$ cat config.mk
export PLATFORM = sky130hd
export DESIGN_NAME = sprite_line_engine
export DESIGN_NICKNAME = d
export VERILOG_FILES = /design/src/rtl/sprite_line_engine.sv
export SDC_FILE = /design/constraint.sdc
export NUM_CORES = 2
export LEC_CHECK = 0
export ABC_AREA = 1
export CAP_MARGIN = 10
export CORE_MARGIN = 2
export CORE_UTILIZATION = 65
export DETAILED_ROUTE_END_ITERATION = 12
export PLACE_DENSITY_LB_ADDON = 0.1
export SLEW_MARGIN = 5
export SYNTH_ARGS = -nofsm -noshare
export SYNTH_HDL_FRONTEND = slang
export SYNTH_SLANG_ARGS = --single-unit
$ cat constraint.sdc
create_clock -name clk -period 17.5 [get_ports clk]
set_input_delay 3.5 -clock clk [delete_from_list [all_inputs] [get_ports clk]]
set_output_delay 3.5 -clock clk [all_outputs]
set_load 0.005 [all_outputs]
$ cat src/rtl/sprite_line_engine.sv
// sprite_line_engine: scanline sprite compositor into a double-buffered, clear-on-read line buffer.
// Define SPRITE_COLLISION_EN to add per-entry owner tracking and the collide_mask output.
module sprite_line_engine #(
   parameter int NUM_SPRITES = 8,
   parameter int SPRITE_SIZE = 16,
   parameter int LINE_WIDTH  = 224,
   parameter int ROM_AW      = 12
) (
   input  logic                       clk,
   input  logic                       rst,
   input  logic                       line_start,
   input  logic [7:0]                 next_row,
   input  logic [NUM_SPRITES*8-1:0]   spr_x,
   input  logic [NUM_SPRITES*8-1:0]   spr_y,
   input  logic [NUM_SPRITES*6-1:0]   spr_num,
   input  logic [NUM_SPRITES-1:0]     spr_xflip,
   input  logic [NUM_SPRITES-1:0]     spr_yflip,
   input  logic [NUM_SPRITES*32-1:0]  spr_palette,
   output logic                       rom_rd_en,
   output logic [ROM_AW-1:0]          rom_addr,
   input  logic [7:0]                 rom_data,
   input  logic                       pix_rd,
   input  logic [7:0]                 pix_col,
   output logic                       pix_valid,
   output logic [3:0]                 pix_color,
   output logic                       busy,
   output logic                       overrun
`ifdef SPRITE_COLLISION_EN
   ,output logic [NUM_SPRITES-1:0]    collide_mask
`endif
);
   localparam int IW = NUM_SPRITES > 1 ? $clog2(NUM_SPRITES) : 1;
`ifdef SPRITE_COLLISION_EN
   localparam int EW = 5 + IW;
`else
   localparam int EW = 5;
`endif
   localparam logic [8:0] LW = 9'(LINE_WIDTH);
   typedef enum logic [2:0] {CLEAR, IDLE, SCAN, FETCH, WAIT, WRITE, NEXT} state_t;
   state_t state;
   logic [IW-1:0] idx;
   logic [7:0] row, data, sx, sy;
   logic [1:0] q, k, fq, off, pix;
   logic [5:0] sn;
   logic [31:0] pal;
   logic [3:0] r, color;
   logic [8:0] clr, col;
   logic bsel, xf, yf, hit, wr_en, rd_ok;
   logic [4:0] rd_entry;
   logic [ROM_AW-1:0] addr;
   logic [EW-1:0] wr_val;
   logic [EW-1:0] mem0 [LINE_WIDTH];
   logic [EW-1:0] mem1 [LINE_WIDTH];
`ifdef SPRITE_COLLISION_EN
   logic [EW-1:0] cur;
`endif
   assign busy = state != IDLE;
   // 15-x on a 4-bit field is ~x, so flips are plain XORs
   always_comb begin
      sx = spr_x[idx*8 +: 8];
      sy = spr_y[idx*8 +: 8];
      sn = spr_num[idx*6 +: 6];
      xf = spr_xflip[idx];
      yf = spr_yflip[idx];
      pal = spr_palette[idx*32 +: 32];
      hit = {1'b0, row} >= {1'b0, sy} && {1'b0, row} < {1'b0, sy} + 9'(SPRITE_SIZE);
      r = (row[3:0] - sy[3:0]) ^ {4{yf}};
      fq = state == SCAN ? 2'd0 : q + 2'd1;
      addr = ROM_AW'({sn, r, fq ^ {2{xf}}});
      off = k ^ {2{xf}};
      pix = data[{off, 1'b0} +: 2];
      color = pal[{~pix, 3'b000} +: 4];
      col = {1'b0, sx} + {5'd0, q, k};
      wr_en = state == WRITE && pix != 2'd0 && col < LW;
      rd_ok = pix_rd && {1'b0, pix_col} < LW && state != CLEAR;
      rd_entry = bsel ? mem0[pix_col][4:0] : mem1[pix_col][4:0];
`ifdef SPRITE_COLLISION_EN
      cur = bsel ? mem1[col[7:0]] : mem0[col[7:0]];
      wr_val = {idx, 1'b1, color};
`else
      wr_val = {1'b1, color};
`endif
   end
   // build writes bank bsel, display reads and clears the other one
   always_ff @(posedge clk) begin
      if (state == CLEAR) begin
         mem0[clr[7:0]] <= '0;
         mem1[clr[7:0]] <= '0;
      end else begin
         if (wr_en && !bsel) mem0[col[7:0]] <= wr_val;
         if (wr_en && bsel) mem1[col[7:0]] <= wr_val;
         if (rd_ok && bsel) mem0[pix_col] <= '0;
         if (rd_ok && !bsel) mem1[pix_col] <= '0;
      end
   end
   always_ff @(posedge clk or posedge rst) begin
      if (rst) begin
         state <= CLEAR;
         clr <= '0;
         idx <= '0;
         row <= '0;
         q <= '0;
         k <= '0;
         data <= '0;
         bsel <= 1'b0;
         rom_rd_en <= 1'b0;
         rom_addr <= '0;
         overrun <= 1'b0;
         pix_valid <= 1'b0;
         pix_color <= '0;
`ifdef SPRITE_COLLISION_EN
         collide_mask <= '0;
`endif
      end else begin
         overrun <= line_start && busy;
         rom_rd_en <= 1'b0;
         if (pix_rd) {pix_valid, pix_color} <= rd_ok ? rd_entry : 5'd0;
         // the reset sweep cannot be aborted, so line_start then only flags overrun
         if (line_start && state != CLEAR) begin
            bsel <= ~bsel;
            row <= next_row;
            idx <= IW'(NUM_SPRITES - 1);
            state <= SCAN;
`ifdef SPRITE_COLLISION_EN
            collide_mask <= '0;
`endif
         end else begin
            case (state)
               CLEAR: begin
                  clr <= clr + 9'd1;
                  if (clr == LW - 9'd1) state <= IDLE;
               end
               SCAN: begin
                  q <= 2'd0;
                  rom_rd_en <= hit;
                  rom_addr <= hit ? addr : rom_addr;
                  state <= hit ? FETCH : NEXT;
               end
               FETCH: state <= WAIT;
               WAIT: begin
                  data <= rom_data;
                  k <= 2'd0;
                  state <= WRITE;
               end
               WRITE: begin
                  k <= k + 2'd1;
`ifdef SPRITE_COLLISION_EN
                  if (wr_en && cur[4]) begin
                     collide_mask[idx] <= 1'b1;
                     collide_mask[cur[EW-1:5]] <= 1'b1;
                  end
`endif
                  if (k == 2'd3) begin
                     q <= fq;
                     rom_rd_en <= q != 2'd3;
                     rom_addr <= q != 2'd3 ? addr : rom_addr;
                     state <= q != 2'd3 ? FETCH : NEXT;
                  end
               end
               NEXT: begin
                  idx <= idx == '0 ? idx : idx - 1'b1;
                  state <= idx == '0 ? IDLE : SCAN;
               end
               default: ;
            endcase
         end
      end
   end
endmodule

==> out/qor.txt <==
CP Capture Type - register
DP Worst Slack - 8090 ps
Pwr/cell area - 121 mW/mm^2
Maximum VDD drop - 0.0958 mV
Pint - 9320 uW
Area Growth Syn to Fin - 11.9%
Clock Skew - 55.0 ps
Layout Cells excl Fill - 10522
DRC - 0
Number of global-route vias before repair - 65215
Sink Count - 2295
Initial Util - 0.656
CP max FO - 25
Syn nets - 8865
Final Critical Period - 8720 ps
Design area - 0.108 sq mm
Synth warnings - 0
Final HPWL DP - 153 mm
Die Wd - 390 um
Sw Share - 0.292
RSZ-0062 raised after global routing - false
Global placer's final weighted congestion - 0.953
Async SR Flop Fraction - 0.0240
Slew Viols, Final - 0
FP Rows - 141
Comb power frac - 0.178
Die footprint - 0.152 sq mm
Post-route ant nets - 0
Worst Setup Path Type - in2reg
Total routing usage reported by global routing - 0.346
Post-Syn Area - 0.0969 sq mm
Top FF cell, synth - edfxtp_1
Status - finished clean
Net count of the finished layout - 8905
Inst Count DP - 10118
Sequential-to-total area share from yosys stat - 0.708
Avg Cell Area, Syn - 11.6 sq um
Yosys top cell area share - 0.694
Slew Limit Headroom - 0.223
Worst-Skew Late Latency - 870 ps
Clock-pin slew on the worst setup and hold paths - 60 ps
Vias - 68436
WP data required - 17990 ps
First-pass GRT wire length - 397 mm
Cts hold-fix bufs - 0
Critical Path AT - 9210 ps
Reg power frac - 0.471
Slowest stage cell, crit path - nand3_2
Root Buffer - clkbuf_16
Final setup margin - 8780 ps
CTS resizes - 0
Boundary Pins - 496
Routed wire length per instance - 25.3 um
Max Clk Rate - 115 MHz
Total power - 13200 uW
Slew @ Worst Pin - 1160 ps
CP Launch Type - input port
I/O Buffers - 367
Synthesized instance count - 8365
CTS Buf Count - 215
Post-synth EDFFs - 2240
Core footprint - 0.148 sq mm
Post-CTS setup buffer count - 0
Clk network pwr share - 0.351
CP peak stage delay - 1070 ps
Hold Path Class - reg2reg
Layout cells sized above 1 - 0.0649
Vias per cell - 6.50
CTS tree - done
Critical Path, Cell by Cell - clkdlybuf4s50_1 > o21ai_0 > o22ai_1 > nor2_1 > a31oi_1 > ha_1 > a21oi_1 > nand2_1 > nand2_1 > nand2_1 > nand3_1 > nand2_1 > nand3_1 > nor2_4 > nor2_8 > nand3_4 > nand3_1 > nand3_2 > nor2_1
Htree depth - 4
Final setup TNS - 0 ps
Largest area contributor in the netlist - edfxtp_1
Initial DRC Count - 9455
Initial antenna violation count - 5
Total grt overflow - 0
Total Wirelength - 267 mm
Endpoints failing setup - 0
First-pass detailed-route iteration total - 6
Placed Instance Area - 0.101 sq mm
Leakage - 0.0347 uW
Max Cap Violations - 0
Synth Register Bits - 2295
Psw - 3850 uW
Largest net degree at the start of global routing - 225
CP dominant cell by count - nand2_1
Final period util - 0.498
Synth top area cells - edfxtp_1 (69%), nor2_1 (7.2%), o21ai_0 (7.1%)
Synth unique cells - 49
Final number of hold-violating endpoints - 0
Clk buf depth - 3
Fillcell total - 9847
Die Height - 390 um
## synthesized netlist by cell type, types with 18 or more instances
cell type  count
a21oi_1       65
o22ai_1      602
buf_1         55
nand2_1      697
clkbuf_1     487
a32o_1        18
nand3_1      401
nor2_2        25
nand4_1       23
edfxtp_1    2240
dfrtp_1       55
inv_1        114
o211ai_1      28
buf_2         65
o21ai_0     1377
o221ai_1      49
nand2_2       29
ha_1          22
nor2_1      1868
## power groups by stage
stage	Combinational (uW)	Clock (uW)	Sequential [uW]
after floorplan	1430	0	6280
after global placement	2240	0	6310
after detailed placement	2280	0	6310
after CTS	2290	4640	6190
after global routing	2500	4850	6200
final	2350	4620	6200
## per-stage QoR
stage / util / hold WS, ps
2_1_floorplan: - / 443
4_1_cts: 0.733 / 474
3_3_place_gp: 0.686 / 459
5_1_grt: 0.733 / 505
3_5_place_dp: 0.686 / 464
6_report: 0.733 / 476
## critical path: cells and delay by family
kind	cells	cell delay [ps]
adders and majority gates	1	380
buffers and inverters	1	450
AOI/OAI and AO/OA	4	860
and+or+nand+nor	13	3980
## cell families (layout without fill, tap and decap cells)
kind of cell	Yosys count	in the layout	share of synthesized area
xor gates and xnor gates	21	21	0.00190
and+or+nand+nor	3087	3087	0.130
buffers and inverters	751	973	0.0314
AOI/OAI and AO/OA	2181	2181	0.125
other	0	5	0
muxes	6	6	0.000697
DFF	2295	2295	0.708
adders and majority gates	24	24	0.00325
## placed cells by master, fill, tap and decap left out, types with 5 or more instances in the layout
master           synthesis  layout
nand4_1                 23      23
clkbuf_1               487      33
nand3_1                401     377
inv_2                    7       9
inv_6                    1       9
o22ai_1                602     602
clkinv_1                 0      50
a32o_1                  18      18
clkbuf_16                0     216
nor2_2                  25      25
clkinv_16                0       6
diode_2                  0       5
xor2_1                  14      14
o21ai_0               1377    1377
nand2_4                  9       9
dfrtp_1                 55      53
o21a_1                   6       6
bufinv_16                0      20
clkdlybuf4s50_1          0     361
xnor2_1                  7       7
mux2_2                   6       6
nand2_2                 29      29
buf_4                    8      78
a21oi_1                 65      64
clkinvlp_4               0      14
o211ai_1                28      28
nor2_4                  10      18
o221ai_1                49      49
nor2_1                1868    1860
nand2_1                697     697
ha_1                    22      22
inv_1                  114     105
buf_12                   0       8
o21ai_1                  7       7
nand3_2                  6      30
a31oi_1                 12      12
edfxtp_1              2240    2240
clkinv_2                 0      49
## flip-flops by register name, summed over array words and instances, names as in the netlist, 3 cells and up
signal	count
data	8
row	8
pix_color	4
mem0	1120
state	3
mem1	1120
rom_addr	12
idx	3
clr	9
## final cells by class
| cell class | instances | area [sq um] | share of cell area |
|---|---|---|---|
| sequential | 2295 | 68600 | 0.633 |
| timing repair buffer | 452 | 4420 | 0.0408 |
| clock buffer | 249 | 5530 | 0.0510 |
| inverter | 122 | 502 | 0.00463 |
| clock inverter | 150 | 1470 | 0.0135 |
| tap | 1930 | 2410 | 0.0223 |
| multi-input combinational | 5319 | 25400 | 0.234 |
| antenna | 5 | 12.5 | 0.000115 |
## routing by layer
layer | vias to the layer above | share of wire | track usage
met4 | 6 | 0.049 | 0.159
met1 | 33003 | 0.38 | 0.475
li1 | 30499 | - | -
met3 | 702 | 0.11 | 0.0684
met2 | 4226 | 0.47 | 0.541
met5 | - | 0.00018 | 0
## path summary, 6_finish.rpt
path                       slack [ps]            to       from  cells after the start
setup / recovery                 8780  mem1[106][0]  spr_x[50]                     19
hold / removal                    480        clr[8]     clr[8]                      1
setup reg to reg                10170  mem1[106][0]     idx[0]                     19
hold reg to reg                   480        clr[8]     clr[8]                      1
max in group asynchronous       13690        idx[0]        rst                      3
min in group asynchronous        3170       data[0]        rst                      3
Power figures use the tool's default switching activity.
